--- config.mk ---
export PLATFORM = sky130hd
export DESIGN_NAME = mul_div_unit
export DESIGN_NICKNAME = d
export VERILOG_FILES = /design/src/rtl/opcodes_pkg.sv /design/src/rtl/types_pkg.sv /design/src/rtl/mul_div_unit.sv
export SDC_FILE = /design/constraint.sdc
export NUM_CORES = 1
export LEC_CHECK = 0
export ABC_CLOCK_PERIOD_IN_PS = 5600
export BUFFER_PORTS_ARGS = -buffer_cell sky130_fd_sc_hd__buf_2
export CORE_AREA = 2 2 120 210
export DETAILED_ROUTE_END_ITERATION = 12
export DIE_AREA = 0 0 122 212
export PLACE_DENSITY = 0.82
export REMOVE_ABC_BUFFERS = 1
export SLEW_MARGIN = 25
export SYNTH_ARGS = -nofsm -noshare
export SYNTH_HDL_FRONTEND = slang
export SYNTH_SLANG_ARGS = --single-unit
--- constraint.sdc ---
create_clock -name clk -period 5.6 [get_ports clk]
set_input_delay 0.56 -clock clk [delete_from_list [all_inputs] [get_ports clk]]
set_output_delay 0.56 -clock clk [all_outputs]
set_load 0.005 [all_outputs]
--- src/rtl/opcodes_pkg.sv ---
// RV32M funct3 encodings and multiply/divide iteration count.
package opcodes_pkg;

  typedef enum logic [2:0] {
    FN_MUL    = 3'b000,
    FN_MULH   = 3'b001,
    FN_MULHSU = 3'b010,
    FN_MULHU  = 3'b011,
    FN_DIV    = 3'b100,
    FN_DIVU   = 3'b101,
    FN_REM    = 3'b110,
    FN_REMU   = 3'b111
  } mul_fn_t;

  localparam int unsigned MUL_DIV_STEPS = 32;

endpackage

--- src/rtl/types_pkg.sv ---
// Shared datapath types used across the core.
package types_pkg;

  typedef logic [31:0] word_t;

endpackage

--- src/rtl/mul_div_unit.sv ---
// Iterative RV32M multiply/divide: shift-add multiply and restoring divide on
// magnitudes, sharing one 64-bit accumulator and one 33-bit adder, sign fixed at the end.
module mul_div_unit
  import types_pkg::*;
  import opcodes_pkg::*;
(
  input  logic    clk,
  input  logic    reset,
  input  logic    start,
  input  mul_fn_t fn,
  input  word_t   a,
  input  word_t   b,
  output logic    busy,
  output logic    done,
  output word_t   r
);

  localparam logic [1:0] ST_IDLE   = 2'd0;
  localparam logic [1:0] ST_RUN    = 2'd1;
  localparam logic [1:0] ST_FINISH = 2'd2;

  logic [1:0]  state_r;
  logic [4:0]  cnt_r;
  mul_fn_t     fn_r;
  logic [63:0] acc_r;   // {hi, lo}: product, or {remainder, quotient}
  word_t       dsr_r;   // multiplicand or divisor magnitude
  logic        neg_r;

  logic        a_signed_s, b_signed_s, special_s, neg_s;
  word_t       a_mag_s, b_mag_s;
  logic [32:0] add_a_s, add_b_s;
  logic        add_cin_s;
  logic [33:0] sum_s;
  logic [63:0] acc_next_s, prod_s;
  word_t       quo_s, rem_s, res_s;

  // Operand signedness, magnitudes and early-exit detection at start
  always_comb begin
    a_signed_s = 1'b0;
    b_signed_s = 1'b0;
    case (fn)
      FN_MULH:        begin a_signed_s = 1'b1; b_signed_s = 1'b1; end
      FN_MULHSU:      begin a_signed_s = 1'b1; b_signed_s = 1'b0; end
      FN_DIV, FN_REM: begin a_signed_s = 1'b1; b_signed_s = 1'b1; end
      default:        begin a_signed_s = 1'b0; b_signed_s = 1'b0; end
    endcase
    a_mag_s   = (a_signed_s && a[31]) ? (32'd0 - a) : a;
    b_mag_s   = (b_signed_s && b[31]) ? (32'd0 - b) : b;
    special_s = fn[2] && ((b == 32'd0) ||
                (a_signed_s && (a == 32'h8000_0000) && (b == 32'hFFFF_FFFF)));
    if (fn == FN_REM) begin
      neg_s = a_signed_s && a[31];
    end else begin
      neg_s = (a_signed_s && a[31]) ^ (b_signed_s && b[31]);
    end
  end

  // Shared adder: hi + M for multiply, shifted remainder - M for divide
  always_comb begin
    if (fn_r[2]) begin
      add_a_s    = acc_r[63:31];
      add_b_s    = ~{1'b0, dsr_r};
      add_cin_s  = 1'b1;
    end else begin
      add_a_s    = {1'b0, acc_r[63:32]};
      add_b_s    = {1'b0, dsr_r};
      add_cin_s  = 1'b0;
    end
    sum_s = {1'b0, add_a_s} + {1'b0, add_b_s} + {33'd0, add_cin_s};
    if (fn_r[2]) begin
      // carry out means the trial subtraction did not borrow
      acc_next_s = sum_s[33] ? {sum_s[31:0], acc_r[30:0], 1'b1} : {acc_r[62:0], 1'b0};
    end else begin
      acc_next_s = acc_r[0] ? {sum_s[32:0], acc_r[31:1]} : {1'b0, acc_r[63:1]};
    end
  end

  // Sign correction and result selection for the FINISH state
  always_comb begin
    prod_s = neg_r ? (64'd0 - acc_r) : acc_r;
    quo_s  = neg_r ? (32'd0 - acc_r[31:0]) : acc_r[31:0];
    rem_s  = neg_r ? (32'd0 - acc_r[63:32]) : acc_r[63:32];
    case (fn_r)
      FN_MUL:                       res_s = prod_s[31:0];
      FN_MULH, FN_MULHSU, FN_MULHU: res_s = prod_s[63:32];
      FN_DIV, FN_DIVU:              res_s = quo_s;
      FN_REM, FN_REMU:              res_s = rem_s;
      default:                      res_s = 32'd0;
    endcase
  end

  // Control FSM, datapath registers and registered outputs
  always_ff @(posedge clk or posedge reset) begin
    if (reset) begin
      state_r <= ST_IDLE;
      cnt_r   <= 5'd0;
      fn_r    <= FN_MUL;
      acc_r   <= 64'd0;
      dsr_r   <= 32'd0;
      neg_r   <= 1'b0;
      busy    <= 1'b0;
      done    <= 1'b0;
      r       <= 32'd0;
    end else begin
      case (state_r)
        ST_IDLE: begin
          done <= 1'b0;
          if (start) begin
            fn_r  <= fn;
            cnt_r <= 5'd0;
            dsr_r <= b_mag_s;
            busy  <= 1'b1;
            if (special_s) begin
              // preload so FINISH yields the architected divide-by-zero/overflow values
              state_r <= ST_FINISH;
              neg_r   <= 1'b0;
              acc_r   <= (b == 32'd0) ? {a, 32'hFFFF_FFFF} : {32'd0, 32'h8000_0000};
            end else begin
              state_r <= ST_RUN;
              neg_r   <= neg_s;
              acc_r   <= {32'd0, a_mag_s};
            end
          end else begin
            busy <= 1'b0;
          end
        end
        ST_RUN: begin
          acc_r <= acc_next_s;
          cnt_r <= cnt_r + 5'd1;
          if (cnt_r == 5'(MUL_DIV_STEPS - 1)) begin
            state_r <= ST_FINISH;
          end else begin
            state_r <= ST_RUN;
          end
        end
        ST_FINISH: begin
          r       <= res_s;
          done    <= 1'b1;
          busy    <= 1'b0;
          state_r <= ST_IDLE;
        end
        default: begin
          state_r <= ST_IDLE;
          busy    <= 1'b0;
          done    <= 1'b0;
        end
      endcase
    end
  end

endmodule
* Word level (Yosys, flattened, before mapping)
Index checks and enable logic that the tools add are counted.
Cells by class: bitwise operators 2, $add $sub $neg 8, mux-type cells 29, reductions and logical operators 17, eq/ne operators 17
Operators with widths (count):
- $mux W64 | 7
- $mux W32 | 4
- $pmux W32 S4 | 1
- $pmux W64 S2 | 1
- $sub A1 B32 Y32 const A | 4
- $mux W33 | 2
- $eq A32 B32 Y1 const B | 2
- $sub A1 B64 Y64 const A | 1
- $add A33 B33 Y34 | 1
- $add A34 B1 Y34 | 1
- $not A32 Y33 | 1
- $logic_not A32 Y1 | 1
- $eq A3 B3 Y1 const B | 6
- $pmux W5 S2 | 1
- $eq A3 B2 Y1 const B | 3
- $eq A3 B1 Y1 const B | 2
- $mux W1 | 6
- $mux W2 | 3
- $reduce_or A3 Y1 | 2
- $add A5 B1 Y5 const B | 1
- $eq A5 B5 Y1 const B | 1
- $logic_and A1 B1 Y1 | 5
- $mux W5 | 1
- $pmux W1 S2 | 2
- 12 further kinds | 14
Word-level totals: input port bits 70, logic and storage cells 82, register bits after elaboration 141, output and inout port bits 34

* Longest topological paths before layout
Gate-level depths: netlist (run 1).
depth in word-level cells 10, depth in mapped cells 17, mapped depth without buffers 12

* Worst setup path before layout (run 1)
OpenSTA, ideal clock, no wires.
path type flip-flop to flip-flop, start register fn_r[2], end register acc_r[56], stages on the path, launching flop included 17, data required time 5476 ps, arrival 4443 ps, setup slack 1033 ps, buffers on the path 6, library setup time 124 ps, period minus slack after synthesis 4567 ps, path through dfrtp_1 > clkbuf_1 > clkbuf_1 > buf_1 > buf_1 > mux2_2 > ha_1 > clkbuf_1 > a21o_1 > a211oi_1 > a21oi_1 > o221a_2 > o21ai_1 > buf_2 > o21ai_0 > o21a_1 > o31a_1
Between the ends: word-level cells in the longest chain between the ends 6, elaborated cells between the ends (all ways) 9, classes of those cells 2 x add/sub; 7 x mux
Ends and longest elaborated chain:
- start, declared | line mul_div_unit.sv:24 | mul_fn_t fn_r;
- start signal, assigned | line mul_div_unit.sv:109 | fn_r <= fn;
- $mux W33 | line mul_div_unit.sv:60 | if (fn_r[2]) begin
- $add A33 B33 Y34 | line mul_div_unit.sv:69 | sum_s = {1'b0, add_a_s} + {1'b0, add_b_s} + {33'd0, add_cin_s};
- $add A34 B1 Y34 | line mul_div_unit.sv:69
- $mux W64, on equally long branches | line mul_div_unit.sv:74, mul_div_unit.sv:72
- $mux W64 * | line mul_div_unit.sv:70 | if (fn_r[2]) begin
- $pmux W64 S2 * | line mul_div_unit.sv:105 | case (state_r)
- end signal, assigned | line mul_div_unit.sv:117 | acc_r <= (b == 32'd0) ? {a, 32'hFFFF_FFFF} : {32'd0, 32'h8000_0000};
- end signal, assigned | line mul_div_unit.sv:121 | acc_r <= {32'd0, a_mag_s};
- end signal, assigned | line mul_div_unit.sv:128 | acc_r <= acc_next_s;
- end, declared | line mul_div_unit.sv:25 | logic [63:0] acc_r;
Mark *: on every way between the ends. The rest lies on a longest branch, timed or not. A chain may end at the register's enable or synchronous reset.

* Worst setup path in the final report (run 1)
start register fn_r[2], end register acc_r[58]
Same word-level chain as after synthesis.

==> flow_results.org, run 1 <==
** Run status
- Run status :: finished clean

** GRT
- The initial antenna violation count was 1.
- After global routing the overflow that remains totals 0.
- Met2 capacity usage during global routing :: 58.4%
- Most Crowded Layer GR :: met2
- Entering global routing, the biggest net connects 92 pins.
- The number of global-route vias before repair is 13100.
- The first global-routing pass estimated 68600 um of wire.
- For this run, global-route usage on met3 was measured as 5.47%.
- Overall Global Routing Usage :: 34.5%
- Met1 usage in global routing :: 37.8%

** Die
- Std cell rows :: 76
- The region available for standard cell placement spans 24200 sq um.
- Top-level port count :: 104
- Die outline area :: 25900 sq um
- Measured along the y axis, the die boundary spans 212 um.
- Initial Util :: 54.0%
- In this run the horizontal extent of the chip is 122 um.

** Placement
- Total cell area at the placement stage :: 13700 sq um
- Cell total after placement :: 2040
- The congestion estimate from routability-driven global placement came to 1.01.
- Number of buffers inserted by port buffering :: 103
- DPL Wire Length :: 33000 um

** Critical path
- RR Startpoint :: fn_r[2]$_DFFE_PP0P_
- Startpoint types :: flip-flop
- In this run the worst path has a maximum fanout of 73.
- Data arrival time of the critical path :: 5020 ps
- The number of buffers and inverters on the critical path is 1.
- Data on the critical path is required at its endpoint by 5920 ps.
- In this run the register-to-register setup slack is 910 ps.
- The setup path with the least slack is of type reg2reg.
- In this design, the stage delay of the slowest critical-path cell is 970 ps.
- The worst register-to-register path has a depth of 12.
- Critical Path Sink Type :: flip-flop
- Largest delay contributor family on the critical path :: compound AO/OA/AOI/OAI gates
- The slowest stage of the critical path belongs to the cell dfrtp_4.
- End of the worst register-to-register path :: acc_r[58]$_DFFE_PP0P_
- Worst-path cell chain :: mux2_2, ha_1, nand2_1, o21ai_0, nand4_1, o21ai_1, o221a_2, o21a_1, buf_4, nor2_1, a2111oi_0, a221oi_1

** Drt
- In the final routed layout, each cell accounts on average for 21.2 um.
- The routed layout has 13500 vias.
- The detail route stage leaves a number of antenna-violating nets equal to 0.
- Routed via count divided by cell count :: 6.53
- Number of DRC markers in iteration 0 :: 1302
- The first TritonRoute pass finished after 7 iterations.
- The final layout contains routed wiring with a total length of 44000 um.
- Post-detailed-route DRC marker count :: 0

** Cells and area
- Leaving out fill and tap cells, the most frequent cells in the layout are 250 x nand2_1, 223 x o21ai_0, 139 x dfrtp_1.
- Area taken by multi-input logic gates :: 8910 sq um
- After the last flow step, the layout net total stands at 1856.
- Compared with the post-synthesis result, the final layout area differs by 9.44%.
- Area taken by flip-flops and latches :: 3530 sq um
- Share of layout cells above drive strength 1 :: 13.1%
- Number of cells in the finished layout apart from fillers :: 2073
- Core Util, Final :: 59.1%
- Fill count :: 2288
- Most frequent standard cell in the layout excluding fill and tap cells :: nand2_1
- Post-route cell area :: 14300 sq um

** CTS
- Buffers inserted to repair hold after CTS numbered 0.
- Number of clock sinks :: 141
- Post-CTS clock slew at the launch and capture registers of the worst setup and hold paths :: 70 ps
- H-tree lvl count :: 4
- Counting along the longest clock path gives a buffer depth of 2.
- Buffers inserted during clock tree synthesis total 17.
- Clock latency on the worst-skew pair :: 470 ps
- TritonCTS clock tree :: yes
- Post-CTS Repair Setup Buffers :: 0
- PostCTS Resize Cnt :: 0
- Clock tree root buffer cell :: clkbuf_16

** STA
- Setup violations remaining at the end of the flow were counted as 0.
- For the final database, setup skew stands at 9.77 ps.
- For the finished layout, the period the worst path requires is 4690 ps.
- Highest Clock Rate :: 213 MHz
- Setup repair after global routing missed its margin :: false
- Actual transition at the worst max-transition pin :: 1090 ps
- Worst hold margin :: 258 ps
- The number of hold violations in the final report was 0.
- In this run the tightest slew margin relative to its limit is 26.5%.
- Fraction of the cycle the final worst path needs :: 83.8%
- Number of max-slew violations in the final report :: 0

** Synth
- The number of different library cells used by synthesis comes to 78.
- Flip-flop cell with the highest count after synthesis :: dfrtp_1
- In this run the cell area of the synthesized design comes to 13100 sq um.
- Synthesis inferred 141 register bits.
- Summed over all instances, the cell type with the most area after synthesis is dfrtp_1.
- Yosys printed 0 warnings.
- Largest cells by area after synthesis :: dfrtp_1 27%, o21ai_0 8.5%, nand2_1 7.2%
- Proportion of synthesized flip-flops having asynchronous set or reset :: 100%
- In this run, synthesis inferred 0 flip-flops with an integrated enable.
- In the synthesized netlist, the number of instances is 1727.
- Avg Synthesized Cell Area :: 7.58 sq um
- The synthesized design devotes to its leading area cell type 27.0% of total area.
- Sequential-to-total area share from yosys stat :: 27.0%

** Flow run
- Across the run, the number of max-cap violations was 0.

** Worst hold path
- The min-delay analysis places its worst path in the category in2async.

** Power
- Static leakage :: 0.00591 uW
- Worst IR drop on VDD :: 0.340 mV
- Power density over cell area :: 781 nW/um^2
==> sequential cells by signal (all words and copies together), names as in the netlist <==
signal and cells:
acc_r 64, done 1, neg_r 1, state_r 2
cnt_r 5, fn_r 3, r 32, busy 1
dsr_r 32
==> layer usage <==
layer | wire [um] | vias up
li1 | - | 6338
met1 | 16000 | 6289
met2 | 21700 | 695
met3 | 2840 | 215
met4 | 3500 | 2
met5 | 13 | -
==> how the worst max path moves through the flow <==
stage | start | to | slack [ps] | cells after the start
4_1_cts | fn_r[2]$_DFFE_PP0P_ | acc_r[58]$_DFFE_PP0P_ | 970 | 12
5_1_grt | fn_r[2]$_DFFE_PP0P_ | acc_r[58]$_DFFE_PP0P_ | 650 | 12
6_report | fn_r[2]$_DFFE_PP0P_ | acc_r[58]$_DFFE_PP0P_ | 910 | 12
3_5_place_dp | fn_r[2]$_DFFE_PP0P_ | acc_r[58]$_DFFE_PP0P_ | 990 | 12
3_3_place_gp | fn_r[2]$_DFFE_PP0P_ | acc_r[58]$_DFFE_PP0P_ | 1170 | 12
2_1_floorplan | fn_r[2]$_DFFE_PP0P_ | acc_r[44]$_DFFE_PP0P_ | -1380 | 11
==> worst register-to-register path: stages (launching register included) <==
cell       delay, ps
dfrtp_4          970
mux2_2           460
ha_1             340
nand2_1          110
o21ai_0          230
nand4_1          230
o21ai_1          450
o221a_2          310
o21a_1           540
buf_4            280
nor2_1            60
a2111oi_0        410
a221oi_1         160
==> logic make-up after synthesis <==
kind of cell | Yosys count | synth area share [%]
compound gates | 582 | 27.4
buf+inv | 173 | 5.03
simple gates | 552 | 19.9
flops | 141 | 27.0
fa+ha+maj | 39 | 3.79
mux | 58 | 4.75
xor+xnor | 182 | 12.2
==> synth_stat cells, types with 14 or more instances <==
cell type,instances
mux2i_1,25
xor2_1,95
xnor2_1,87
mux2_2,33
ha_1,38
o221ai_1,17
a21oi_1,111
o21ai_0,223
o211ai_1,19
o41ai_1,15
nor2_1,102
or4_1,14
dfrtp_1,141
o31ai_1,39
nor3_1,40
o22ai_1,34
nor4_1,15
a211oi_1,17
nand2_1,251
a31oi_1,14
nand4_1,24
nand3_1,24
clkbuf_1,113
inv_1,40
==> report_power, final <==
| group | switching [uW] | total [uW] | internal [uW] |
|---|---|---|---|
| Sequential | 776 | 2250 | 1470 |
| Combinational | 4740 | 7820 | 3080 |
| Clock | 472 | 1120 | 651 |
| Total | 5990 | 11200 | 5200 |
==> layout make-up <==
type                            count  area share, %
Tap cell                          312           2.73
Inverter                           42           1.14
Timing Repair Buffer              132           5.21
Antenna cell                        1         0.0175
Clock inverter                     11          0.638
Multi-Input combinational cell   1413           62.2
Clock buffer                       21           3.36
Sequential cell                   141           24.7
==> per-stage QoR <==
stage / worst slack, ps / power [uW] / setup TNS, ps
after detailed placement: 991 / 9840 / 0
after floorplan: -1380 / 7770 / -38180
after global routing: 654 / 12100 / 0
final: 909 / 11200 / 0
after global placement: 1170 / 9690 / 0
after CTS: 973 / 11000 / 0
No activity file was read; power rests on OpenSTA's default activity.
==> run 2, diff against run 1 <==
Settings changed: ABC_AREA set to 1, ABC_CLOCK_PERIOD_IN_PS 5600 to 4500, CORE_AREA 2 2 120 210 to 2 2 129 225, DIE_AREA 0 0 122 212 to 0 0 131 227.
Clock period 5.6 ns to 4.5 ns, I/O delays scaled along.
==> run 2 against run 1 <==
Compared with the run above:
- die area is 15% higher
- maximum frequency is 28% higher
- non-clock buffer count is 6 higher
- critical path depth is 7 higher
- critical endpoint is now acc_r[50]$_DFFE_PP0P_
- sequential share of layout area is 3.3 points lower
- highest routed layer unchanged
- area after synthesis is 16% higher
- clock skew is 5.1 ps higher
- clock power is 35% higher
==> flow_results.org, run 2 <==
** Die
- Top-level port count :: 104 (unchanged)
- The initial core utilization was 54.2% (was 54.0%).
- Die outline area :: 29700 sq um (was 25900 sq um)
- Height of the chip :: 227 um (was 212 um)
- The core area was 27900 sq um (was 24200 sq um).
- The number of rows created at floorplan came to 81 (was 76).
- The width of the chip came to 131 um (was 122 um).

** CTS
- Clock buffer depth :: 2 (unchanged)
- The clock tree from TritonCTS is yes (unchanged).
- Number of clock sinks :: 141 (unchanged)
- The H-tree level count is 4 (unchanged).
- The hold-fix buffer count after cts is 0 (unchanged).
- Total CTS buffers :: 17 (unchanged)
- PostCTS Resize Cnt :: 0 (unchanged)
- Post-CTS Repair Setup Buffers :: 0 (unchanged)
- Clock latency on the worst-skew pair :: 480 ps (was 470 ps)
- Clock tree root buffer cell :: clkbuf_16 (unchanged)
- Post-CTS clock slew at the launch and capture registers of the worst setup and hold paths :: 70 ps (about the same)

** STA
- The shortest clock period the worst path allows after layout is 3670 ps (was 4690 ps).
- The post-route fraction of the period consumed by the critical path came to 81.6% (was 83.8%).
- Setup repair after global routing missed its margin :: false (unchanged)
- The highest achievable clock rate is 272 MHz (was 213 MHz).
- Final setup viols :: 0 (unchanged)
- Final Hold Vio Count :: 0 (unchanged)
- The number of slew-limit violations in the final report is 0 (unchanged).
- The largest clock skew in the final design is 14.8 ps (was 9.77 ps).
- The transition time at the pin with the least slew margin was 1200 ps (was 1090 ps).
- Normalized max-slew margin :: 19.4% (was 26.5%)

** Synth
- Cell type with the highest aggregate area in the netlist :: dfrtp_1 (unchanged)
- Avg Synthesized Cell Area :: 5.94 sq um (was 7.58 sq um)
- Area share of the leading cell type in the synthesized netlist :: 23.3% (was 27.0%)
- Yosys warning total :: 0 (unchanged)
- The share of the synthesized area in compound gates (AO/OA/AOI/OAI) is 18.5% (was 27.4%).
- The arithmetic-cell share of the synthesized area counting full adders, half adders and majority gates is 3.28% (was 3.79%).
- Largest family of logic cells by synthesized area :: simple AND/OR/NAND/NOR gates (was compound AO/OA/AOI/OAI gates)
- Largest cells by area after synthesis :: dfrtp_1 23%, nand2_1 19%, o21ai_0 8.2% (was dfrtp_1 27%, o21ai_0 8.5%, nand2_1 7.2%)
- The dominant cell by count in the synthesized netlist was nand2_1 (unchanged).
- The number of synthesized flops with an enable pin was 0 (unchanged).
- The number of synthesized register bits was 141 (unchanged).
- The cell count after synthesis was 2545 (was 1727).
- Proportion of synthesized flip-flops having asynchronous set or reset :: 100% (unchanged)
- Simple-Gate Fraction of Synth Area :: 37.2% (was 19.9%)
- The post-synthesis cell type count was 52 (was 78).
- Synthesized cell area :: 15100 sq um (was 13100 sq um)
- Ranking of synthesized cells by instance count :: 766 x nand2_1, 260 x nor2_1, 247 x o21ai_0 (was 251 x nand2_1, 223 x o21ai_0, 141 x dfrtp_1)
- The prevailing post-synth register cell is dfrtp_1 (unchanged).
- Multiplexer share of the synthesized area :: 0% (was 4.75%)
- XOR/XNOR share of the synthesized area :: 8.29% (was 12.2%)
- Sequential-to-total area share from yosys stat :: 23.3% (was 27.0%)

** Drt
- Routed via count divided by cell count :: 6.01 (was 6.53)
- Post-detailed-routing wire length :: 64100 um (was 44000 um)
- Number of detailed-routing iterations run before antenna repair :: 8 (was 7)
- Number of nets with antenna violations after routing :: 0 (unchanged)
- The wire length per cell after detailed routing was 21.6 um (was 21.2 um).
- Number of DRC markers in iteration 0 :: 1899 (was 1302)
- Via total after detailed routing :: 17900 (was 13500)
- The residual DRC count was 0 (unchanged).

** Critical path
- Startpoint types :: flip-flop (unchanged)
- The arrival time reported for the critical path endpoint came to 4040 ps (was 5020 ps).
- The terminus of the critical flop-to-flop path is acc_r[50]$_DFFE_PP0P_ (was acc_r[58]$_DFFE_PP0P_).
- Worst-path cell chain :: inv_2, buf_4, nand2_1, nand2_1, inv_1, fa_1, nand2_1, nand2_1, o21ai_0, o21ai_0, nand2_1, nand2_1, a21oi_1, xor2_1, nand2_1, nand2_1, nand3_1, nand2_1, nand2_1 (was mux2_2, ha_1, nand2_1, o21ai_0, nand4_1, o21ai_1, o221a_2, o21a_1, buf_4, nor2_1, a2111oi_0, a221oi_1)
- The cell with the largest stage delay on the worst path is dfrtp_4 (unchanged).
- Critical Path Sink Type :: flip-flop (unchanged)
- The highest cell delay on the worst timing path is 620 ps (was 970 ps).
- RR Startpoint :: fn_r[2]$_DFFE_PP0P_ (unchanged)
- Reg2Reg Depth :: 19 (was 12)
- The cell that appears most often on the critical path is nand2_1.
- The category of the most critical setup path is reg2reg (unchanged).
- Worst-path fanout max :: 31 (was 73)
- Setup slack of the most critical reg-to-reg path :: 830 ps (was 910 ps)
- Data required time of the critical path :: 4870 ps (was 5920 ps)

** Cells and area
- The most common library cell in the layout ignoring fill and taps was nand2_1 (unchanged).
- The register name with the most flops is acc_r (unchanged).
- The share of cells above drive strength 1 is 8.50% (was 13.1%).
- The area growth from synthesis to layout was 9.40% (was 9.44%).
- Number of cells in the finished layout apart from fillers :: 2974 (was 2073)
- Fill count :: 2856 (was 2288)
- Registers with the most flip-flops :: acc_r (64), dsr_r (32), r (32) (unchanged)
- Max FFs per register :: 64 (unchanged)
- Highest-count cells in the layout ignoring fill and taps :: 764 x nand2_1, 259 x nor2_1, 247 x o21ai_0 (was 250 x nand2_1, 223 x o21ai_0, 139 x dfrtp_1)
- Post-layout net count :: 2696 (was 1856)

** Placement
- The number of instances in the placed design was 2941 (was 2040).
- DPL Wire Length :: 49800 um (was 33000 um)
- The number of port buffers is 103 (unchanged).
- The weighted congestion reported at the end of routability-driven placement came to 1.06 (was 1.01).

** Run status
- Run status :: finished clean (unchanged)

** Flow run
- The max-cap violation count came to 0 (unchanged).

** Worst hold path
- The path class of the lowest-slack min-delay path is in2async (unchanged).

** GRT
- The initial antenna violation count is 2 (was 1).
- Overall Global Routing Usage :: 43.8% (was 34.5%)
- The number of global-route vias before repair is 17200 (was 13100).
- Maximum number of pins on one net before global-route repair :: 78 (was 92)
- The wire length of the first global-routing pass came to 96500 um (was 68600 um).
- Overflow left after global routing :: 0 (unchanged)

** Power
- The worst ir drop on vdd was 0.442 mV (was 0.340 mV).
- Post-route total power :: 15100 uW (was 11200 uW)
- The static power due to leakage came to 0.00821 uW (was 0.00591 uW).
- Power density over cell area :: 911 nW/um^2 (was 781 nW/um^2)
## run 2: cell types whose count changed in the layout (fill, tap and decap cells not counted), sizes merged, moves of 33 or more
cell	before	now
nand2	252	773
xnor2	87	11
o21ai	226	267
inv	41	253
nand3	24	207
a21oi	111	163
nor2	102	268
mux2	33	0
xor2	95	132
## run 2: worst max-delay path: cells and delay by family (launching register included)
kind / cells / cell delay (ps)
AO/OA/AOI/OAI: 3 / 670
flip-flops: 1 / 620
AND/OR/NAND/NOR: 11 / 930
buffers and inverters: 3 / 670
adder cells (fa/ha/maj): 1 / 410
XOR/XNOR: 1 / 250
## run 2: layout make-up
| class | instances | area, sq um | area share [%] |
|---|---|---|---|
| Antenna cell | 1 | 2.50 | 0.0151 |
| Clock buffer | 19 | 443 | 2.68 |
| Clock inverter | 13 | 153 | 0.923 |
| Inverter | 246 | 928 | 5.62 |
| Multi-Input combinational cell | 2043 | 10200 | 61.6 |
| Sequential cell | 141 | 3530 | 21.4 |
| Tap cell | 373 | 467 | 2.82 |
| Timing Repair Buffer | 138 | 828 | 5.01 |
## run 2: kinds of logic (layout without fill, tap and decap cells)
kind of cell             after synthesis  count (layout)
AND/OR/NAND/NOR                     1346            1346
AO/OA/AOI/OAI                        515             515
buffers and inverters                361             416
XOR/XNOR                             143             143
flip-flops                           141             141
adder cells (fa/ha/maj)               39              39
other                                  0               1
## run 2: metrics by stage
| stage | util (%) | setup WS [ps] | hold slack, ps | setup TNS, ps | cell area [sq um] |
|---|---|---|---|---|---|
| final | 59.3 | 830 | 28.7 | 0 | 16500 |
| after global routing | 59.3 | 451 | 85.0 | 0 | 16500 |
| after CTS | 59.3 | 855 | 57.3 | 0 | 16500 |
| after detailed placement | 57.2 | 873 | 463 | 0 | 15900 |
| after global placement | 57.2 | 933 | 449 | 0 | 15900 |
| after floorplan | - | -2320 | 437 | -160490 | 14600 |
## run 2: worst max path at each step
stage,start,end,depth (start not counted)
3_5_place_dp,fn_r[2]$_DFFE_PP0P_,acc_r[62]$_DFFE_PP0P_,19
6_report,fn_r[2]$_DFFE_PP0P_,acc_r[50]$_DFFE_PP0P_,19
5_1_grt,fn_r[2]$_DFFE_PP0P_,acc_r[45]$_DFFE_PP0P_,18
2_1_floorplan,state_r[0]$_DFFE_PP0P_,cnt_r[3]$_DFFE_PP0P_,8
4_1_cts,fn_r[2]$_DFFE_PP0P_,acc_r[62]$_DFFE_PP0P_,19
3_3_place_gp,fn_r[2]$_DFFE_PP0P_,acc_r[62]$_DFFE_PP0P_,19
## run 2: per-layer routing
metal | global-route usage (%) | vias up | routed length, um | part of all wire (%)
li1 | - | 8399 | - | -
met1 | 43.9 | 8212 | 21300 | 33
met2 | 73.5 | 952 | 30900 | 48
met3 | 10.6 | 316 | 5060 | 7.9
met4 | 39.5 | 2 | 6900 | 11
met5 | 0 | - | 18 | 0.028
## run 2: power breakdown
group          switching [uW]  internal [uW]
Clock                     667            842
Combinational            7600           3460
Sequential                720           1780
Total                    8990           6080
